**config.mk**
```make
export PLATFORM = sky130hd
export DESIGN_NAME = fetch_stage
export DESIGN_NICKNAME = d
export VERILOG_FILES = /design/src/rtl/fetch_stage.sv
export SDC_FILE = /design/constraint.sdc
export NUM_CORES = 1
export LEC_CHECK = 0
export BUFFER_PORTS_ARGS = -buffer_cell sky130_fd_sc_hd__buf_2
export CAP_MARGIN = 15
export CELL_PAD_IN_SITES_DETAIL_PLACEMENT = 0
export CELL_PAD_IN_SITES_GLOBAL_PLACEMENT = 1
export CORE_AREA = 2 2 160 162
export CTS_BUF_LIST = sky130_fd_sc_hd__clkbuf_16
export DETAILED_ROUTE_END_ITERATION = 6
export DIE_AREA = 0 0 162 164
export PLACE_DENSITY = 0.91
export SLEW_MARGIN = 10
export SYNTH_ARGS = -nofsm -noshare
export SYNTH_HDL_FRONTEND = slang
export SYNTH_SLANG_ARGS = --single-unit
```
**constraint.sdc**
```tcl
create_clock -name clk -period 3.5 [get_ports clk]
set_input_delay 0.525 -clock clk [delete_from_list [all_inputs] [get_ports clk]]
set_output_delay 0.525 -clock clk [all_outputs]
set_load 0.05 [all_outputs]
```
**src/rtl/fetch_stage.sv**
```systemverilog
// Instruction-fetch stage: owns the PC, keeps one instruction-bus request in flight,
// and hands {pc, raw_instr} to decode. Redirects squash wrong-path fetches.
module fetch_stage #(
  parameter logic [63:0] PC_INIT = 64'h0000_0000_8000_0000,
  parameter logic [63:0] PC_STEP = 64'd4
) (
  input  logic        clk,
  input  logic        reset,
  output logic        ireq_valid,
  output logic [63:0] ireq_addr,
  input  logic        iresp_data_ok,
  input  logic [31:0] iresp_data,
  output logic        out_valid,
  output logic [63:0] out_pc,
  output logic [31:0] out_instr,
  input  logic        out_ready,
  input  logic        redirect_valid,
  input  logic [63:0] redirect_pc,
  output logic [1:0]  dbg_state
);

  // Handshakes: a transfer to decode happens in a cycle where out_valid && out_ready
  // and no redirect is present; the bus request holds ireq_valid/ireq_addr stable
  // until the cycle iresp_data_ok is seen.
  typedef enum logic [1:0] {
    ST_FETCH = 2'd0,
    ST_KILL  = 2'd1,
    ST_FULL  = 2'd2
  } state_t;

  state_t      r_state;
  logic [63:0] r_pc;
  logic [63:0] r_pend_pc;
  logic [31:0] r_instr_q;

  state_t      w_state_nxt;
  logic [63:0] w_pc_nxt;
  logic [63:0] w_pend_pc_nxt;
  logic [31:0] w_instr_q_nxt;

  always_ff @(posedge clk) begin
    if (reset) begin
      r_state   <= ST_FETCH;
      r_pc      <= PC_INIT;
      r_pend_pc <= 64'd0;
      r_instr_q <= 32'd0;
    end else begin
      r_state   <= w_state_nxt;
      r_pc      <= w_pc_nxt;
      r_pend_pc <= w_pend_pc_nxt;
      r_instr_q <= w_instr_q_nxt;
    end
  end

  always_comb begin
    w_state_nxt   = r_state;
    w_pc_nxt      = r_pc;
    w_pend_pc_nxt = r_pend_pc;
    w_instr_q_nxt = r_instr_q;
    case (r_state)
      ST_FETCH: begin
        if (redirect_valid && iresp_data_ok) begin
          w_pc_nxt = redirect_pc;
        end else if (redirect_valid) begin
          // The wrong-path request must still complete on the bus before we re-issue.
          w_pend_pc_nxt = redirect_pc;
          w_state_nxt   = ST_KILL;
        end else if (iresp_data_ok) begin
          w_instr_q_nxt = iresp_data;
          w_state_nxt   = ST_FULL;
        end
      end
      ST_KILL: begin
        if (redirect_valid) begin
          w_pend_pc_nxt = redirect_pc;
        end
        if (iresp_data_ok) begin
          w_pc_nxt    = redirect_valid ? redirect_pc : r_pend_pc;
          w_state_nxt = ST_FETCH;
        end
      end
      ST_FULL: begin
        if (redirect_valid) begin
          w_pc_nxt    = redirect_pc;
          w_state_nxt = ST_FETCH;
        end else if (out_ready) begin
          w_pc_nxt    = r_pc + PC_STEP;
          w_state_nxt = ST_FETCH;
        end
      end
      default: begin
        w_state_nxt = ST_FETCH;
      end
    endcase
  end

  assign ireq_valid = !reset && ((r_state == ST_FETCH) || (r_state == ST_KILL));
  assign ireq_addr  = r_pc;
  assign out_valid  = !reset && (r_state == ST_FULL);
  assign out_pc     = r_pc;
  assign out_instr  = r_instr_q;
  assign dbg_state  = r_state;

endmodule
```
Word level (Yosys, flattened, before mapping). Index checks and enable logic that the tools add are counted. W data, S select, Z words.

Equal/unequal tests: 7. Add/sub/neg operators: 1. Multipliers: 0. Shift-type cells: 0. Muxes and demuxes: 15. Divide/modulo/power cells: 0. Reduce and logical (&&, ||, !) cells: 12. Magnitude comparators: 0. Bitwise logic cells: 2.

Operator list (count): $mux W64 (6); $pmux W64 S3 (1); $pmux W64 S2 (1); $add A64 B3 Y64 const B (1); $mux W2 (6); $reduce_and A4 Y1 (3); $ne A2 B2 Y1 const B (3); $ne A3 B3 Y1 const B (2); $pmux W2 S3 (1); $logic_and A1 B1 Y1 (3); $reduce_bool A3 Y1 (1); $eq A2 B1 Y1 const B (1); $eq A2 B2 Y1 const B (1); $logic_not A2 Y1 (1); $not A1 Y1 (2); $reduce_and A2 Y1 (1); $reduce_bool A2 Y1 (1); $logic_not A1 Y1 (1); $logic_or A1 B1 Y1 (1).

Bits in registers: 162. Memory bits (read-only): 0. Word-level logic and storage cells: 41. Bits in latches: 0. Memories: 0. Memory bits (writable): 0.

Longest topological paths before layout.
Depth after elaboration: 4. Depth in mapped cells: 11. Gate-level depth less buffers: 8.

Worst setup path before layout. Ideal clock, no wire load.

Path kind: reg-to-reg. Start point: register r_pc[14] (netlist: ireq_addr[14]). End point: register r_pc[43] (netlist: ireq_addr[43]). Setup slack: 0.541 ns. Cell stages (with the launch flop): 9. Library setup time: 0.061 ns. Data required time: 3.439 ns. Arrival: 2.898 ns. Period minus slack after synthesis: 2.959 ns. Path through: dfxtp_1 > nand4_2 > or4_1 > buf_2 > or4_1 > buf_2 > or4_1 > o21ai_1 > a22o_1.

Longest elaborated chain between the ends: 4.

Ends and longest elaborated chain: from (decl) (line 32) `logic [63:0] r_pc;`; from (signal assigned) (line 49) `r_pc <= w_pc_nxt;`; $add A64 B3 Y64 (line 87) `w_pc_nxt = r_pc + PC_STEP;`; $mux W64 (line 86) `end else if (out_ready) begin`; $mux W64 (line 83) `if (redirect_valid) begin`; $pmux W64 S3 (line 60) `case (r_state)`.

Every way passes these cells. The select of a mux whose other input is x is not followed. A chain may end at the register's enable or synchronous reset.

Final worst setup path.
Start point: register r_pc[7] (netlist: ireq_addr[7]). End point: register r_pc[43] (netlist: ireq_addr[43]).

The elaborated chain is that of the path after synthesis.

==> results.sh <==
export IMPL_outcome="finished, final reports clean"
export IMPL_die_height_um=164
export IMPL_row_count=58
export IMPL_holdBufCountCts=0
export IMPL_finalCritPeriodShare_pct=82.2
export IMPL_grt_usage_pct=24.7
export IMPL_clock_latency_ns=0.43
export IMPL_rsz0062_at_grt="false"
export IMPL_drive_above_1_share_pct=25.2
export IMPL_syn_instance_count=1220
export IMPL_p_sw_mw=2.46
export IMPL_synth_area_um2=9100
export IMPL_avgSynthCellArea_um2=7.46
export IMPL_fin_crit_ns=2.88
export IMPL_power_frac_comb_pct=30.4
export IMPL_synthArstFlopShare_pct=0
export IMPL_crit_family="simple AND/OR/NAND/NOR gates"
export IMPL_synth_edf_count=0
export IMPL_drv_slew=0
export IMPL_clock_sinks=162
export IMPL_routedWlPerCell_um=19.4
export IMPL_max_cap_violations=0
export IMPL_ys_seq_area_share_pct=35.7
export IMPL_whs_ns=0.322
export IMPL_cts_setup_buffers=0
export IMPL_path_cells="nand3_2, or4_1, or4_1, or4_1, o21ai_1, a22o_1"
export IMPL_worstHoldStart="iresp_data[29]"
export IMPL_hold_viol_final=0
export IMPL_numCtsBuffers=17
export IMPL_coreArea_um2=24800
export IMPL_rrSetupSlack_ns=0.62
export IMPL_setup_worst_path_end_class="register"
export IMPL_postPlaceCellArea_um2=10300
export IMPL_cts_root_buffer="clkbuf_16"
export IMPL_area_growth_synth_to_final_pct=20.3
export IMPL_yosys_warnings=0
export IMPL_reg2reg_to="ireq_addr[43]"
export IMPL_synth_most_common_cell="nand2_1"
export IMPL_cp_num_buf_inv=0
export IMPL_min_to="out_instr[29]"
export IMPL_grt_overflow=0
export IMPL_grt_pass1_vias=8952
export IMPL_routed_via_density=5.75
export IMPL_worstHoldPathCells=3
export IMPL_path_common_cell="or4_1"
export IMPL_yosys_top_cells_area="dfxtp_1, nand2_1, a21oi_1"
export IMPL_ant_nets=0
export IMPL_min_path_type="input pin to register"
export IMPL_io_buffers=264
export IMPL_firstDrtPassIters=6
export IMPL_pre_cts_ws_ns=0.653
export IMPL_path_max_fanout=10
export IMPL_stdcell_count=1732
export IMPL_worstPathArrival_ns=3.25
export IMPL_yosys_most_used_dff="dfxtp_1"
export IMPL_leakage_nw=4.48
export IMPL_fin_setup_tns_ns=0
export IMPL_crit_type="register to register"
export IMPL_place_inst=1701
export IMPL_drt_initial_drc_count=1123
export IMPL_power_frac_clock_pct=33.6
export IMPL_synth_cell_types=76
export IMPL_cp_required_ns=3.88
export IMPL_p_int_mw=3.76
export IMPL_p_per_area_nw_per_um2=568
export IMPL_die_area_um2=26600
export IMPL_start_util_pct=36.7
export IMPL_nets=1496
export IMPL_dp_hpwl_um=23200
export IMPL_gp_congestion=0.928
export IMPL_routed_wl_um=33600
export IMPL_finish_utilization_pct=44.1
export IMPL_synthesis_nets=1326
export IMPL_ys_top_cells_by_count="nand2_1, dfxtp_1, a21oi_1, o21ai_0"
export IMPL_grt_pass1_wl_um=51500
export IMPL_maxSlewHeadroom_pct=30.9
export IMPL_p_sw_share_pct=39.5
export IMPL_pwr_share_seq_pct=36.0
export IMPL_finalPower_mw=6.22
export IMPL_setup_slack_ns=0.624
export IMPL_yosysTopAreaCellShare_pct=35.7
export IMPL_skew_ns=0.0117
export IMPL_grt_max_degree=92
export IMPL_num_io_pins=265
export IMPL_startpoint_type="register"
export IMPL_finalSetupViolations=0
export IMPL_tightest_slew_ns=1.04
export IMPL_drcViolationCount=0
export IMPL_cts_buffer_depth=2
export IMPL_ys_ff_latch=162
export IMPL_slowest_delay_ns=0.77
export IMPL_die_width_um=162
export IMPL_timing_rr_start="ireq_addr[7]"
export IMPL_clock_fmax_ghz=0.348
export IMPL_htreeDepth=4
export IMPL_synth_top_cell_by_area="dfxtp_1"
export IMPL_post_cts_resized=0
export IMPL_tritoncts="done"
export IMPL_ir_drop_v=0.000309
export IMPL_clk_pin_slew_ns=0.07
export IMPL_fin_area_um2=10900
export IMPL_r2r_cells=6
export IMPL_antenna_found_initial=4
export IMPL_vias=9953
export IMPL_crit_slowest_cell="or4_1"
export IMPL_num_antenna_cells=0
-- layout by cell type, fill, tap and decap left out, types with 6 or more instances in the layout --
cell type  instances
xor2_1            12
a22oi_1           22
nand3_1           28
nand2_1          252
a21oi_1          131
dfxtp_1          162
a211oi_1           7
nand2b_1           6
o211ai_1           8
or4_1              9
a31oi_1            6
inv_1             12
o21ai_0           93
nor2_1            73
clkbuf_16         17
nor2b_1            6
nor4_1            18
and4_1             8
buf_4             37
a22o_1            15
nand4_1           19
a221o_1           20
a221oi_1          14
o221ai_1           6
nor3_1            26
o22ai_1            8
buf_2            263
xnor2_1            8
and3_1            13
-- registers in the layout, indices dropped and copies added (netlist names) --
name / flops
out_instr: 32
r_pend_pc: 64
dbg_state: 2
ireq_addr: 64
-- worst max-delay path by stage --
stage	startpoint	to	slack, ns	cells after the start
final	ireq_addr[7]	ireq_addr[43]	0.62	6
after global routing	dbg_state[0]	ireq_addr[41]	0.48	9
after global placement	ireq_addr[4]	ireq_addr[43]	0.72	6
after floorplan	ireq_addr[14]	ireq_addr[43]	0.54	8
after CTS	ireq_addr[7]	ireq_addr[43]	0.64	6
after detailed placement	ireq_addr[7]	ireq_addr[43]	0.65	6
-- logic make-up (layout without fill, tap and decap cells) --
kind of cell,Yosys count,count (layout),share of synthesized area (%)
AND/OR/NAND/NOR,493,493,25.0
AO/OA/AOI/OAI,371,371,25.9
buffers and inverters,164,346,10.2
flip-flops,162,162,35.7
XOR/XNOR,20,20,1.93
adder cells (fa/ha/maj),5,5,0.688
multiplexers,5,5,0.550
-- power by group through the flow --
stage          clock [mW]  combinational [mW]  sequential (mW)
2_1_floorplan           0                1.09             2.61
5_1_grt              2.20                2.01             2.27
6_report             2.09                1.89             2.24
3_5_place_dp            0                1.88             2.28
3_3_place_gp            0                1.88             2.26
4_1_cts              2.11                1.88             2.24
-- cell type report --
cell class              count  area [um2]
well taps                 330         413
fillers                  2565       13900
repair buffers            302        1630
clock buffers              17         425
clock inverters            14         213
flip-flops and latches    162        3240
inverters                  13        48.8
multi-input cells         894        4960
-- worst register-to-register path: stages, from the launching register on --
cell and delay [ns]:
dfxtp_1 0.47, nand3_2 0.19, or4_1 0.77, or4_1 0.65, or4_1 0.51, o21ai_1 0.09, a22o_1 0.15
-- layer usage --
layer | routed length [um] | GRT usage (%) | up-vias
met2 | 15300 | 39.4 | 527
met3 | 2950 | 5.66 | 72
met5 | 47 | 0 | -
met4 | 1150 | 10.4 | 8
li1 | - | - | 4680
met1 | 14100 | 32.3 | 4666
Power figures use the tool's default switching activity.
